[src/rtl/scaler_chan_reader.sv]
// scaler_chan_reader
// Reads the 28-bit scaler count through its two 14-bit readout gates
// (RCHBT_ -> CHBT high half, RCHAT_ -> CHAT low half) using a
// high-low-high sequence. A re-read is issued when the two high-half samples
// differ, so a carry between the halves never produces a torn value.
// Optional build macro: SCALER_READ_DELTA_EN adds DELTA / DELTA_OK outputs
// carrying the modulo-2^28 difference between consecutive coherent reads.
module scaler_chan_reader #(
  parameter int SETTLE    = 4,  // strobe-low cycles before sampling, 1..15
  parameter int MAX_RETRY = 3   // re-reads after a high-half mismatch, 1..7
) (
  input  logic        SIM_CLK,
  input  logic        SIM_RST,
  input  logic        REQ,
  output logic        RCHAT_,
  output logic        RCHBT_,
  input  logic [13:0] CHAT,
  input  logic [13:0] CHBT,
  output logic [27:0] VALUE,
  output logic        VALID,
  output logic        BUSY,
  output logic        ERR
`ifdef SCALER_READ_DELTA_EN
  ,
  output logic [27:0] DELTA,
  output logic        DELTA_OK
`endif
);

  typedef enum logic [2:0] {
    S_IDLE,
    S_RD_H1,
    S_GAP1,
    S_RD_L,
    S_GAP2,
    S_RD_H2,
    S_CHECK,
    S_DONE
  } state_e;

  // RD_H1 is entered straight from IDLE, so its first cycle launches the
  // registered strobe; the window therefore ends one count later there.
  localparam logic [3:0] CNT_LAST    = 4'(SETTLE - 1);
  localparam logic [3:0] CNT_LAST_H1 = 4'(SETTLE);
  localparam logic [2:0] RETRY_MAX   = 3'(MAX_RETRY);

  state_e      state_q, state_d;
  logic [3:0]  cnt_q, cnt_d;
  logic [2:0]  retry_q, retry_d;
  logic [13:0] h1_q, h1_d;
  logic [13:0] l_q, l_d;
  logic [13:0] h2_q, h2_d;
  logic [27:0] value_q, value_d;
  logic        valid_q, valid_d;
  logic        busy_q, busy_d;
  logic        err_q, err_d;
  logic        rchat_q, rchat_d;
  logic        rchbt_q, rchbt_d;

  logic win_done;
  logic halves_match;
  logic may_retry;

  assign win_done     = (state_q == S_RD_H1) ? (cnt_q == CNT_LAST_H1) : (cnt_q == CNT_LAST);
  assign halves_match = (h1_q == h2_q);
  assign may_retry    = (retry_q < RETRY_MAX);

  // State register.
  always_ff @(posedge SIM_CLK or negedge SIM_RST) begin
    // NOTE: sequential state uses non-blocking assignments so every flop
    // samples pre-edge values regardless of process ordering.
    if (!SIM_RST) state_q <= S_IDLE;
    else          state_q <= state_d;
  end

  // Next-state logic for the high-low-high read sequence.
  always_comb begin
    // NOTE: every combinational output is given a default first so no path
    // leaves it unassigned and no latch is inferred.
    state_d = state_q;
    case (state_q)
      S_IDLE:  if (REQ) state_d = S_RD_H1;
      S_RD_H1: if (win_done) state_d = S_GAP1;
      S_GAP1:  state_d = S_RD_L;
      S_RD_L:  if (win_done) state_d = S_GAP2;
      S_GAP2:  state_d = S_RD_H2;
      S_RD_H2: if (win_done) state_d = S_CHECK;
      S_CHECK: state_d = (halves_match || !may_retry) ? S_DONE : S_GAP1;
      S_DONE:  state_d = S_IDLE;
      default: state_d = S_IDLE;
    endcase
  end

  // Registered outputs decoded from the next state so they align with it.
  always_comb begin
    rchbt_d = 1'b1;
    rchat_d = 1'b1;
    if ((state_d == S_RD_H1 && state_q == S_RD_H1) || state_d == S_RD_H2) rchbt_d = 1'b0;
    if (state_d == S_RD_L) rchat_d = 1'b0;
    busy_d  = (state_d != S_IDLE);
    valid_d = (state_d == S_DONE);
  end

  // Window counter, half captures, retry bookkeeping and result update.
  always_comb begin
    cnt_d   = 4'd0;
    h1_d    = h1_q;
    l_d     = l_q;
    h2_d    = h2_q;
    retry_d = retry_q;
    err_d   = err_q;
    value_d = value_q;
    if (state_d == state_q && (state_q inside {S_RD_H1, S_RD_L, S_RD_H2}))
      cnt_d = cnt_q + 4'd1;
    case (state_q)
      S_IDLE: begin
        if (REQ) begin
          retry_d = 3'd0;
          err_d   = 1'b0;
        end
      end
      S_RD_H1: if (win_done) h1_d = CHBT;
      S_RD_L:  if (win_done) l_d  = CHAT;
      S_RD_H2: if (win_done) h2_d = CHBT;
      S_CHECK: begin
        if (halves_match) begin
          value_d = {h1_q, l_q};
        end else if (may_retry) begin
          // The newer high half becomes the reference for the re-read.
          retry_d = retry_q + 3'd1;
          h1_d    = h2_q;
        end else begin
          err_d   = 1'b1;
          value_d = {h2_q, l_q};
        end
      end
      default: ;
    endcase
  end

  // Datapath and output registers.
  always_ff @(posedge SIM_CLK or negedge SIM_RST) begin
    if (!SIM_RST) begin
      cnt_q   <= 4'd0;
      retry_q <= 3'd0;
      h1_q    <= 14'd0;
      l_q     <= 14'd0;
      h2_q    <= 14'd0;
      value_q <= 28'd0;
      valid_q <= 1'b0;
      busy_q  <= 1'b0;
      err_q   <= 1'b0;
      rchat_q <= 1'b1;
      rchbt_q <= 1'b1;
    end else begin
      cnt_q   <= cnt_d;
      retry_q <= retry_d;
      h1_q    <= h1_d;
      l_q     <= l_d;
      h2_q    <= h2_d;
      value_q <= value_d;
      valid_q <= valid_d;
      busy_q  <= busy_d;
      err_q   <= err_d;
      rchat_q <= rchat_d;
      rchbt_q <= rchbt_d;
    end
  end

  assign RCHAT_ = rchat_q;
  assign RCHBT_ = rchbt_q;
  assign VALUE  = value_q;
  assign VALID  = valid_q;
  assign BUSY   = busy_q;
  assign ERR    = err_q;

`ifdef SCALER_READ_DELTA_EN
  logic [27:0] delta_q, delta_d;
  logic        delta_ok_q, delta_ok_d;
  logic        seen_q, seen_d;

  // Difference against the previous VALUE; a retry-exhausted read leaves
  // DELTA untouched and marks it not-ok.
  always_comb begin
    delta_d    = delta_q;
    delta_ok_d = delta_ok_q;
    seen_d     = seen_q;
    if (state_q == S_CHECK && state_d == S_DONE) begin
      seen_d = 1'b1;
      if (halves_match) begin
        delta_d    = {h1_q, l_q} - value_q;
        delta_ok_d = seen_q;
      end else begin
        delta_ok_d = 1'b0;
      end
    end
  end

  // Delta registers.
  always_ff @(posedge SIM_CLK or negedge SIM_RST) begin
    if (!SIM_RST) begin
      delta_q    <= 28'd0;
      delta_ok_q <= 1'b0;
      seen_q     <= 1'b0;
    end else begin
      delta_q    <= delta_d;
      delta_ok_q <= delta_ok_d;
      seen_q     <= seen_d;
    end
  end

  assign DELTA    = delta_q;
  assign DELTA_OK = delta_ok_q;
`endif

endmodule
[config.mk]
export PLATFORM = sky130hd
export DESIGN_NAME = scaler_chan_reader
export DESIGN_NICKNAME = d
export VERILOG_FILES = /design/src/rtl/scaler_chan_reader.sv
export SDC_FILE = /design/constraint.sdc
export NUM_CORES = 1
export LEC_CHECK = 0
export BUFFER_PORTS_ARGS = -buffer_cell sky130_fd_sc_hd__buf_4
export CAP_MARGIN = 25
export CORE_ASPECT_RATIO = 1.5
export CORE_MARGIN = 3
export CORE_UTILIZATION = 45
export CTS_BUF_LIST = sky130_fd_sc_hd__clkbuf_8
export DETAILED_ROUTE_END_ITERATION = 6
export GPL_ROUTABILITY_DRIVEN = 0
export PLACE_DENSITY_LB_ADDON = 0.12
export SKIP_CTS_REPAIR_TIMING = 1
export SLEW_MARGIN = 10
export SYNTH_ARGS = -nofsm -noshare
export SYNTH_HDL_FRONTEND = slang
export SYNTH_SLANG_ARGS = --single-unit
[constraint.sdc]
create_clock -name SIM_CLK -period 2.2 [get_ports SIM_CLK]
set_input_delay 0.11 -clock SIM_CLK [delete_from_list [all_inputs] [get_ports SIM_CLK]]
set_output_delay 0.11 -clock SIM_CLK [all_outputs]
set_load 0.05 [all_outputs]
# Word-level counts from Yosys, hierarchy flattened
# Index checks and enable logic that the tools add are counted.
[totals]
ff_bits = 85
inputBits = 31
out_inout_bits = 33
wordCells = 76
[op_classes]
add_sub_neg = 2
order_cmp = 1
n_eq_ne = 21
n_mux = 24
reduce_logical = 16
[op_table]
columns = ["cell", "n"]
rows = [
  ["28-bit two-way mux", 2],
  ["14-bit two-way mux", 3],
  ["14-bit one-hot mux with 2 select lines", 1],
  ["3-bit two-way mux", 8],
  ["3-bit one-hot mux with 8 select lines", 1],
  ["3-bit equality test, second input constant", 6],
  ["14-bit equality test", 1],
  ["2-bit inequality test, second input constant", 6],
  ["4-bit AND reduction", 3],
  ["3-bit by 2-bit equality test with 1-bit output, second input constant", 3],
  ["3-bit by 1-bit equality test with 1-bit output, second input constant", 2],
  ["1-bit two-way mux", 6],
  ["3-bit one-hot mux with 2 select lines", 1],
  ["2-bit AND reduction", 3],
  ["3-bit nonzero test", 2],
  ["4-bit by 1-bit adder with 4-bit output, second input constant", 1],
  ["4-bit by 2-bit equality test with 1-bit output, second input constant", 1],
  ["4-bit by 3-bit equality test with 1-bit output, second input constant", 1],
  ["4-bit two-way mux", 1],
  ["2-bit nonzero test", 2],
  ["3-bit by 1-bit adder with 3-bit output, second input constant", 1],
  ["3-bit equality test", 1],
  ["3-bit logical NOT", 1],
  ["3-bit by 2-bit less-than comparator with 1-bit output, second input constant", 1],
  ["other kinds (4)", 6],
]

# Longest topological paths before layout
[depth]
ltp_word = 9
depth_mapped = 7
mapped_depth_nobuf = 5

# Worst setup path before layout
# Ideal clock, no wire load.
[synth_path]
kind = "flip-flop to flip-flop"
from = "register h2_q[3]"
to = "register value_q[10] (netlist: VALUE[10])"
setup_time_ps = 125
arrival_time_ps = 1813
required_time_ps = 2075
path_slack_ps = 262
path_stages_with_launch = 7
n_path_buf = 1
synth_period_minus_slack_ps = 1938
cell_sequence = "dfrtp_1 xor2_1 nor4_4 nand4_4 a21oi_1 buf_4 mux2_2"
[synth_via]
elab_chain_cells = 3
word_cells_on_any_way = 4
cone_classes = "eq/ne: 2; mux: 1; reduce/logical: 1"
[synth_rtl]
columns = ["item", "line_no", "source"]
rows = [
  ["start: declaration", "52", "logic [13:0] h2_q, h2_d;"],
  ["start signal: assignment", "148", "h2_q <= 14'd0;"],
  ["start signal: assignment", "160", "h2_q <= h2_d;"],
  ["14-bit equality test *", "65", "assign halves_match = (h1_q == h2_q);"],
  ["2-bit inequality test (no source line)", "--", ""],
  ["2-bit AND reduction (no source line)", "--", ""],
  ["end signal: assignment", "161", "value_q <= value_d;"],
  ["end: declaration", "53", "logic [27:0] value_q, value_d;"],
]
# Mark *: on every way between the ends. The rest lies on a longest branch, timed or not.
# A chain may end at the register's enable or synchronous reset.

# Worst setup path in the final report
[layout_path]
from = "register h2_q[6]"
to = "register value_q[18] (netlist: VALUE[18])"
# The elaborated chain is that of the path after synthesis.

==> impl_metrics.py <==
metrics = {
    "layout": {
        "area.growth.synth_to_final_pct": 32.3,
        "multi_input_area_um2": 1590,
        "fin_util_pct": 61.9,
        "layout-drive-gt1-share_pct": 41.1,
        "layout.nets": 425,
        "final_cell_mix": "dfrtp_1 (83), buf_4 (73), mux2_2 (53)",
        "antenna_cells": 0,
        "nFillCells": 651,
        "final_common_cell": "dfrtp_1",
        "fin_area_um2": 4980,
        "seqCellArea_um2": 2130,
        "instances_no_fill": 502,
    },
    "timing": {
        "fmax_mhz": 475,
        "worstMarginPinSlew_ps": 588,
        "setup_violations": 0,
        "setup_ws_ps": 94.9,
        "drv_slew": 0,
        "skew_ps": 6.48,
        "period_share_pct": 95.7,
        "fin_crit_ps": 2110,
        "relSlewSlack_pct": 60.8,
        "hold_violations": 0,
    },
    "clocking": {
        "clk_pin_slew_worst_paths_ps": 80,
        "clkLatencyLatePin_ps": 350,
        "clock_tree.buffer_depth": 2,
        "cts_htree_levels": 3,
        "numCtsBuffers": 9,
        "cts-root-buf": "clkbuf_8",
        "cts.sinks": 85,
        "tritoncts": "done",
    },
    "worst_setup_path": {
        "required_ps": 2440,
        "rrSetupSlack_ps": 90,
        "cpPeakStageDelay_ps": 420,
        "endpoint_kind": "flop",
        "cpMaxStageDelayCell": "dfrtp_1",
        "worstSetupPathType": "reg -> reg",
        "crit_path_cell_trace": "xor2_1 > nor4_4 > nand4_4 > a21oi_4 > buf_12 > mux2_2",
        "cp_max_fo": 25,
        "arrival_ps": 2340,
        "worst_setup_path_start_kind": "flop",
    },
    "place": {
        "dp_slack_ps": 70.9,
        "placed_cell_area_um2": 4440,
        "io_buffers": 63,
        "placed_cells": 458,
        "dp_hpwl_um": 5100,
    },
    "floorplan": {
        "start_util_pct": 46.8,
        "pin_count": 64,
        "fp.dieW_um": 80.7,
        "die_area_um2": 9530,
        "rows": 40,
        "core_um2": 8060,
        "fp.dieH_um": 118,
    },
    "pwr": {
        "power_uw": 5180,
        "power_switching_uw": 1580,
        "seqPwrFrac_pct": 44.4,
        "leakagePower_uw": 0.00251,
        "clkPwrFrac_pct": 26.6,
        "peakVddDrop_mv": 0.716,
        "p_sw_share_pct": 30.5,
        "p_per_area_nw_per_um2": 1040,
        "p_int_uw": 3600,
        "comb_power_share_pct": 29.0,
    },
    "synthesis": {
        "syn_nets": 321,
        "ys_seq_area_share_pct": 56.5,
        "syn_area_um2": 3770,
        "synth_top_area_share_pct": 55.1,
        "post_synth.cell_area_avg_um2": 13.1,
        "synth.distinct_cells": 38,
        "post-synth-top-area-cell": "dfrtp_1",
        "synth-seq-cells": 85,
        "yosysWarnings": 0,
        "netlist_instances": 288,
        "ys_top_cells_by_area": "dfrtp_1 (55%), mux2_2 (16%), nand2_1 (5.1%)",
    },
    "route": {
        "viasPerCell": 5.01,
        "postRouteAntennaNets": 0,
        "finalWirelength_um": 7640,
        "vias": 2515,
        "dr.first_iter.drc_count": 106,
        "drc": 0,
        "post_drt_wl_per_cell_um": 15.2,
        "drt_pass1_iterations": 4,
    },
    "run_status": {
        "outcome": "finished, final reports clean",
    },
    "hold_path": {
        "hold_class": "in -> reg",
    },
    "global_routing": {
        "antenna_found_initial": 0,
        "globalRouteTotalUtil_pct": 17.2,
        "grt_pass1_vias": 2648,
        "overflow": 0,
        "grt_max_degree": 45,
        "grt_first_pass_wirelength_um": 12500,
    },
    "job": {
        "maxCapViolations": 0,
    },
}
==> layout make-up <==
class                   count  area share [%]
clock inverters             4            1.88
flip-flops and latches     85            42.7
repair buffers            103            17.4
multi-input cells         191            31.9
clock buffers              12            3.31
inverters                   2           0.151
well taps                 105            2.64
==> stage by stage <==
step | hold WS [ps] | TNS [ps]
2_1_floorplan | -186 | 0
3_3_place_gp | 145 | 0
3_5_place_dp | 151 | 0
4_1_cts | -241 | 0
5_1_grt | 5.18 | -6.32
6_report | 11.8 | 0
==> cells by family (layout without fill, tap and decap cells) <==
group           count (synthesis)  count (layout)  synth area share, %
compound gates                 18              18                 3.29
xor+xnor                       16              16                 3.72
fa+ha+maj                       2               2                0.664
buf+inv                        12             121                 1.86
flops                          85              85                 56.5
mux                            73              73                 22.7
simple gates                   82              82                 11.2
==> cell usage after synthesis <==
cell type,n
nor2_1,13
buf_6,1
nor3_1,2
and3b_1,1
nor4_4,3
a22oi_1,1
buf_4,4
dfrtp_1,83
nand3_1,5
a21o_1,1
nand4_4,1
o41ai_1,1
o211ai_1,2
a311o_1,1
nor3b_1,1
a21oi_1,3
nor4bb_1,1
nand2b_1,1
nand3b_1,1
clkbuf_1,3
a31oi_1,1
nor3b_2,1
a32o_2,1
a32o_1,1
o21ai_0,5
inv_1,2
xnor2_1,1
mux2_4,10
dfstp_2,2
mux2_1,8
ha_1,2
mux2_2,53
nand2_1,51
o21a_1,1
xor2_1,15
buf_2,2
or3b_2,1
mux2i_1,2
==> metal layers <==
metal  vias to the layer above  wire (um)  track usage (%)
met5                         -          0                0
met4                         0        122             7.61
met3                         9        401             4.82
met2                        56       3950             28.7
met1                      1244       3170             20.4
li1                       1206          -                -
==> path summary, 6_finish.rpt <==
kind                                           from                    end  cells after the start
min in group asynchronous                   SIM_RST        VALID$_DFF_PN0_                      2
worst min register to register   l_q[8]$_DFFE_PN0P_     l_q[8]$_DFFE_PN0P_                      1
worst min-delay path                        CHBT[7]    h2_q[7]$_DFFE_PN0P_                      2
max in group asynchronous                   SIM_RST       RCHAT_$_DFF_PN1_                      3
worst max register to register  h2_q[6]$_DFFE_PN0P_  VALUE[18]$_DFFE_PN0P_                      6
worst max-delay path            h2_q[6]$_DFFE_PN0P_  VALUE[18]$_DFFE_PN0P_                      6
==> worst max-delay path: cells and delay by family, from the launching register on <==
family	cells	cell delay [ps]
xor+xnor	1	180
compound gates	1	240
simple gates	2	570
buf+inv	1	210
mux	1	350
flops	1	420
==> state kept, by name, summed over array words and instances (netlist names) <==
signal,flops
cnt_q,4
retry_q,3
h2_q,14
ERR,1
state_q,3
VALUE,28
l_q,14
RCHBT_,1
RCHAT_,1
BUSY,1
VALID,1
h1_q,14
==> power groups by stage <==
stage / logic (uW) / registers [uW] / clock network, uW
final: 1500 / 2300 / 1380
after global routing: 1640 / 2360 / 1470
after CTS: 1480 / 2300 / 1420
after detailed placement: 1460 / 2330 / 0
after global placement: 1440 / 2310 / 0
after floorplan: 1030 / 2340 / 0
Power figures use the tool's default switching activity.
